==> src/rtl/regfile_sb.sv <==
`default_nettype none
// ============================================================================
//  Module   : regfile_sb
//  Brief    : RV32 integer register file with two combinational read ports,
//             one write port with write-through bypass, and a per-register
//             busy scoreboard for long-latency destinations (stall + drain).
//  Revision : 1.0 - initial release
// ============================================================================
module regfile_sb #(
  parameter int DATA_WIDTH = 32,
  parameter int ADDR_WIDTH = 5
) (
  input  logic                  clk,
  input  logic                  rst_n,
  input  logic [ADDR_WIDTH-1:0] A1,
  input  logic [ADDR_WIDTH-1:0] A2,
  output logic [DATA_WIDTH-1:0] RD1,
  output logic [DATA_WIDTH-1:0] RD2,
  input  logic                  WE3,
  input  logic [ADDR_WIDTH-1:0] A3,
  input  logic [DATA_WIDTH-1:0] WD3,
  input  logic                  WB_LONG,
  input  logic                  ISSUE,
  input  logic [ADDR_WIDTH-1:0] ISSUE_RD,
  input  logic                  USE1,
  input  logic                  USE2,
  output logic                  STALL,
  output logic                  BUSY_ANY
);

  localparam int c_NREGS = 1 << ADDR_WIDTH;

  logic [DATA_WIDTH-1:0] r_regs [c_NREGS];
  logic [c_NREGS-1:0]    r_busy;

  logic [c_NREGS-1:0]    w_set_vec;
  logic [c_NREGS-1:0]    w_clr_vec;
  logic [c_NREGS-1:0]    w_busy_eff;
  logic [c_NREGS-1:0]    w_busy_nxt;
  logic                  w_wr_valid;

  assign w_wr_valid = WE3 && (A3 != '0);

  // x0 never becomes busy, so its decode bits are tied off; all other
  // registers get a one-hot set (issue) and clear (long writeback) strobe.
  assign w_set_vec[0] = 1'b0;
  assign w_clr_vec[0] = 1'b0;
  generate
    for (genvar i = 1; i < c_NREGS; i++) begin : g_busy_decode
      assign w_set_vec[i] = ISSUE && (ISSUE_RD == ADDR_WIDTH'(i));
      assign w_clr_vec[i] = WE3 && WB_LONG && (A3 == ADDR_WIDTH'(i));
    end
  endgenerate

  // A completing long write resolves its hazard in the same cycle because
  // the bypass already forwards WD3 to the readers.
  assign w_busy_eff = r_busy & ~w_clr_vec;

  // Set is applied after clear so a new issue to the same rd keeps it busy.
  assign w_busy_nxt = w_busy_eff | w_set_vec;

  // Register array: reset clears everything, writes to x0 are dropped.
  always_ff @(posedge clk) begin
    if (!rst_n) begin
      for (int r = 0; r < c_NREGS; r++) begin
        r_regs[r] <= '0;
      end
    end else if (w_wr_valid) begin
      r_regs[A3] <= WD3;
    end
  end

  // Busy scoreboard: reset forgets all in-flight long ops.
  always_ff @(posedge clk) begin
    if (!rst_n) begin
      r_busy <= '0;
    end else begin
      r_busy <= w_busy_nxt;
    end
  end

  // Read ports with write-through bypass; x0 always reads as zero.
  always_comb begin
    RD1 = '0;
    RD2 = '0;
    if (w_wr_valid && (A3 == A1)) begin
      RD1 = WD3;
    end else if (A1 != '0) begin
      RD1 = r_regs[A1];
    end
    if (w_wr_valid && (A3 == A2)) begin
      RD2 = WD3;
    end else if (A2 != '0) begin
      RD2 = r_regs[A2];
    end
  end

  // Hazard detection against the effective busy view; drain uses raw busy.
  always_comb begin
    STALL    = (USE1 && w_busy_eff[A1]) || (USE2 && w_busy_eff[A2]);
    BUSY_ANY = |r_busy;
  end

endmodule
`default_nettype wire

==> config.mk <==
export PLATFORM = sky130hd
export DESIGN_NAME = regfile_sb
export DESIGN_NICKNAME = d
export VERILOG_FILES = /design/src/rtl/regfile_sb.sv
export SDC_FILE = /design/constraint.sdc
export NUM_CORES = 2
export LEC_CHECK = 0
export CAP_MARGIN = 20
export CORE_ASPECT_RATIO = 0.5
export CORE_UTILIZATION = 63
export DETAILED_ROUTE_END_ITERATION = 12
export PLACE_DENSITY = 0.81
export SLEW_MARGIN = 20
export SYNTH_ARGS = -nofsm -noshare
export SYNTH_HDL_FRONTEND = slang
export SYNTH_SLANG_ARGS = --single-unit
export TNS_END_PERCENT = 100
==> constraint.sdc <==
create_clock -name clk -period 5.5 [get_ports clk]
set_input_delay 1.1 -clock clk [delete_from_list [all_inputs] [get_ports clk]]
set_output_delay 1.1 -clock clk [all_outputs]
set_load 0.03 [all_outputs]
== Word level (Yosys, flattened, before mapping) ==
Memory sizes are Yosys's and may differ from the RTL's.
Index checks and enable logic that the tools add are counted.

* Register bits after elaboration: 32
* Memories kept: 1
* Bits in writable memories: 1024
* Output and inout bits: 66

* Bitwise logic cells: 3
* Eq/ne operators: 64
* $lt $le $gt $ge: 2
* Multiplexer cells: 15
* Reductions and logical operators: 74

{| class="wikitable"
|+ Memory list
! name !! words !! bits a word !! rd ports !! clocked after memory_dff !! wr ports !! line !! source
|-
| r_regs || 32 || 32 || 2 || 0 || 32 || 33 || <nowiki>logic [DATA_WIDTH-1:0] r_regs [c_NREGS];</nowiki>
|}

{| class="wikitable"
|+ Operators with widths
! cell !! number
|-
| == test 5 bit, second input constant || 32
|-
| two-way mux 32 bit || 5
|-
| == test 5 x 4 -> 1 bit, second input constant || 16
|-
| logical AND 1 bit || 68
|-
| OR reduction 32 bit || 2
|-
| == test 5 x 3 -> 1 bit, second input constant || 8
|-
| bitwise AND 32 bit || 1
|-
| inverter 32 bit || 1
|-
| bitwise OR 32 bit || 1
|-
| == test 5 x 2 -> 1 bit, second input constant || 4
|-
| nonzero test 5 bit || 3
|-
| less-than comparator 5 x 6 -> 1 bit, second input constant || 2
|-
| binary-select mux 1 bit (select 5 bit) || 2
|-
| == test 5 x 1 -> 1 bit, second input constant || 2
|-
| == test 5 bit || 2
|-
| two-way mux 1 bit || 7
|-
| two-way mux 5 bit || 1
|-
| logical OR 1 bit || 1
|}

== Depth between registers and ports, before layout ==
* Depth in word-level cells: 8
* Mapped depth: 10
* Depth with buffers taken out: 7

== Worst setup path after synthesis ==
Ideal clock, no wire load.

* Path kind: input-to-reg
* Start point: input A3[3]
* End point: memory r_regs[13][0], enable pin
* Stages on the path: 7
* Arrival: 4392 ps
* Path slack: 642 ps
* Required time: 5034 ps
* Library setup time: 466 ps
* Path buffers: 3
* Cell sequence: buf_4 > or4_1 > o21ai_2 > or3_1 > buf_4 > clkbuf_1 > o21ai_0

{| class="wikitable"
|+ RTL lines
! item !! line !! source
|-
| start, declared || 20 || <nowiki>input logic [ADDR_WIDTH-1:0] A3,</nowiki>
|-
| end, declared || 33 ||
|}

== Worst setup path in the final report ==
* Start point: input A3[0]
* End point: output RD1[0]

* Cells in the longest elaborated chain, start to end: 4
* Elaborated cells between the ends (all ways): 5

{| class="wikitable"
|+ RTL lines
! item !! line !! source
|-
| nonzero test 5 bit || 42 || <nowiki>assign w_wr_valid = WE3 && (A3 != '0);</nowiki>
|-
| logical AND 1 bit || 42 ||
|-
| logical AND 1 bit * || 86 || <nowiki>if (w_wr_valid && (A3 == A1)) begin</nowiki>
|-
| two-way mux 32 bit * || 86 ||
|-
| end, declared || 17 || <nowiki>output logic [DATA_WIDTH-1:0] RD1,</nowiki>
|}

Mark *: on every way between the ends. The rest lies on a longest branch, timed or not.

==> summary.md <==
Compared with the post-synthesis result, the final layout area differs by 11.26%. The wire-length estimate of the detail-placed layout is 116300 um. The number of sinks driven by the clock tree came out at 1055. The die is 428.8 um wide. Max-cap violations in this run came to 0. The clock transition at the register clock pins on the worst setup and hold paths after CTS was 0.07 ns.

Number of antenna violations at the first check in global routing: 21. STA puts the critical path data required time at 4.40 ns. The total area inside the core boundary comes to 0.08921 sq mm. Switching power as a share of total power: 0.2661. The proportion of synthesized chip area in sequential cells is 0.5468, and the number of H-tree branching levels is 3. The number of setup buffers added after CTS is 0. Pre-CTS worst setup slack: -0.1899 ns.

The combinational share of power is 0.149, and the final hold violation count is 0. After detailed placement, the design holds a cell count of 5162. Summed over all layers, the routed wires come to 196800 um. The die covers 0.09235 sq mm. Yosys mapped a number of flops with a built-in enable equal to 1024.

The finished layout holds 5344 standard cells, fillers aside. The logs give 0.7155 for the fraction of the core area covered by cells at the end of the flow and 278500 um for the wire length of the first global-routing pass. The relative contribution of the clock network to total power came out at 0.350. Pin placement for this block handled 125 I/O pins.

For this run, design rule violations remaining after detail routing come to 0. The worst-skew pair later-pin latency was 0.70 ns; the cell area after placement was 0.06086 sq mm. Dividing the detail-routed wire length by the instance count gives 36.82 um. Final weighted congestion in routability-driven placement: 0.9259. The tools report the number of distinct standard cells referenced by the synthesized netlist as 63. The flow ran to the end, and the final reports show no timing, DRC or antenna violations. The first detailed-routing pass took 7 iterations. Sequential share of power: 0.501. The finished cells cover 0.06383 sq mm.

For this run the aggregate overflow at the end of global routing stands at 0. The logs give 4056 for the gate count after technology mapping and 182.9 MHz for the upper clock frequency limit. For the maximum buffer depth of the clock tree, the log shows 3. Setup violations remaining at the end of the flow were counted as 0.

Counting flops and latches in the post-synthesis netlist gives 1055. The final layout contains 4131 nets. The count of final max-slew check failures was 0. For the total track usage, the log shows 0.4268.

The internal portion of the total power is 0.01388 W. The detail route stage leaves a number of antenna-violating nets equal to 0. The library cells used most frequently in the layout, excluding fill and tap cells, are sky130_fd_sc_hd__edfxtp_1 (1024), sky130_fd_sc_hd__and2_1 (928), sky130_fd_sc_hd__mux4_2 (458).

Summed over all cells, the static leakage comes to 22.24 nW. In this run the mean area of a mapped cell was 14.15 sq um. Once routing completed, OpenROAD measured the worst setup slack at 0.03267 ns.

By startpoint and endpoint, the worst setup path is classified as input pin to primary output. Yosys printed 0 warnings. STA classifies the critical path endpoint as a primary output. The total number of placement rows is 77, and the power per cell area is 296.2 mW/mm^2.

The final period utilization works out to 0.9941. The worst slew slack as a fraction of its limit came out at 0.2138. The share of final-layout standard cells stronger than drive strength 1 is 0.2426, and the violation count after the first detailed-route iteration is 6878. The time the final worst path needs with I/O delays and setup works out to 5.467 ns. Across the VDD grid, the largest voltage drop is 0.2494 mV. Entering global routing, the biggest net connects 76 pins. The total via count after detailed routing is 40540.

The tightest min-delay check is of the register to register type. The measured slew at the worst slew-check pin works out to 1.176 ns. The run gives 0 ns as the worst clock skew. Most common cell after layout, fill and taps aside: sky130_fd_sc_hd__edfxtp_1. The tree is rooted in a sky130_fd_sc_hd__clkbuf_16.

The fraction of synthesis flops using an asynchronous set or reset pin is 0. In this run the power spent charging and discharging nets is 0.005031 W. The mapped netlist covers 0.05737 sq mm. After layout, the design draws a total of 0.01891 W. The average via count per standard cell came out at 7.586. TritonCTS created 92 clock buffers.

Setup repair after global routing left no endpoint under its margin. The floorplan step set the die height to 215.4 um. TritonCTS built the clock tree. The via count of the first global-routing pass is 40100, and the count of input and output buffers is 124. The starting density of the core was 0.6431; the arrival time of data at the critical path endpoint was 4.37 ns. The most used flip-flop cell after synthesis is sky130_fd_sc_hd__edfxtp_1. The kind of start point of the critical path is an input pin. Of all nets on the critical path, the largest fanout is 4.
==> sequential cells by signal, indices dropped and copies added, names as in the netlist <==
name and cells:
r_regs 1024, r_busy 31
==> path summary, 6_finish.rpt <==
check                                           start                     to  depth (start not counted)  slack, ns
worst min-delay path            r_busy[24]$_SDFF_PN0_  r_busy[24]$_SDFF_PN0_                          2       0.51
worst max register to register  r_busy[15]$_SDFF_PN0_  r_busy[15]$_SDFF_PN0_                          2       4.60
worst max-delay path                            A3[0]                 RD1[0]                          7       0.03
worst min register to register  r_busy[24]$_SDFF_PN0_  r_busy[24]$_SDFF_PN0_                          2       0.51
==> cell type report <==
type	count	area, sq um
multi-input cells	2592	24870
clock buffers	109	2409
clock inverters	59	511.7
inverters	6	28.78
fillers	5686	25380
flip-flops and latches	1055	31370
repair buffers	325	3134
diodes	13	32.53
well taps	1185	1483
==> Yosys cell counts (all sizes together), types with 4 or more instances <==
| cell | count | area, sq um |
|---|---|---|
| edfxtp | 1024 | 30750 |
| and2 | 928 | 5806 |
| mux4 | 458 | 10310 |
| clkbuf | 326 | 1224 |
| o21ai | 239 | 1211 |
| mux2i | 229 | 2292 |
| buf | 108 | 575.6 |
| nor2 | 106 | 397.9 |
| a21oi | 95 | 475.5 |
| nand2 | 92 | 347.8 |
| and3 | 65 | 406.6 |
| mux2 | 64 | 720.7 |
| a22oi | 63 | 473.0 |
| a221oi | 62 | 543.0 |
| o211ai | 37 | 282.8 |
| dfxtp | 31 | 620.6 |
| nand3 | 17 | 85.08 |
| nor2b | 13 | 81.33 |
| nor4 | 12 | 87.58 |
| nand2b | 8 | 57.55 |
| nor3 | 7 | 35.03 |
| a211oi | 6 | 45.04 |
| xnor2 | 6 | 52.55 |
| inv | 5 | 18.77 |
| o41ai | 5 | 51.30 |
| nand4bb | 4 | 45.04 |
| o21a | 4 | 30.03 |
| xor2 | 4 | 35.03 |
==> through the flow <==
step                      hold WS (ns)  setup TNS, ns
after global routing            0.5401              0
after floorplan                 0.4552              0
after CTS                       0.5040              0
final                           0.5072              0
after detailed placement        0.4920        -0.1899
after global placement          0.4962        -0.2259
==> power groups by stage <==
stage / clock network (W) / logic [W] / registers (W)
final: 0.00661 / 0.00282 / 0.00947
after global routing: 0.00686 / 0.00288 / 0.00950
after CTS: 0.00656 / 0.00274 / 0.00945
after detailed placement: 0 / 0.00273 / 0.00963
after global placement: 0 / 0.00269 / 0.00957
after floorplan: 0 / 0.00169 / 0.00956
==> layer usage <==
metal  wire length, um  vias to the layer above  track usage
li1                  -                    15570            -
met1             64730                    20020       0.5569
met2             85750                     4068       0.6263
met3             32300                      878       0.1454
met4             13940                        6       0.2553
met5                64                        -            0
==> critical path, cell delays in order <==
cell	delay (ns)
sky130_fd_sc_hd__clkdlybuf4s50_1	0.48
sky130_fd_sc_hd__or4_1	0.64
sky130_fd_sc_hd__o21ai_2	0.27
sky130_fd_sc_hd__nor4_2	0.11
sky130_fd_sc_hd__or2_2	0.33
sky130_fd_sc_hd__o21ai_1	0.60
sky130_fd_sc_hd__clkdlybuf4s50_1	0.82
==> kinds of logic after synthesis <==
logic type / after synthesis / share of synthesized area
and+or+nand+nor: 1271 / 0.1309
buffers and inverters: 440 / 0.03175
other: 1 / 0.00006536
DFF: 1055 / 0.5468
muxes: 751 / 0.2323
AOI/OAI and AO/OA: 528 / 0.05670
xor gates and xnor gates: 10 / 0.001526
==> repair_timing <==
action | in CTS | in global routing
resized for setup | 1 | 0
endpoints found under the hold margin | 0 | 0
endpoints found under the setup margin | 1 | 0
hold buffers | 0 | 0
Note: power is estimated with default switching activity, not from simulation.
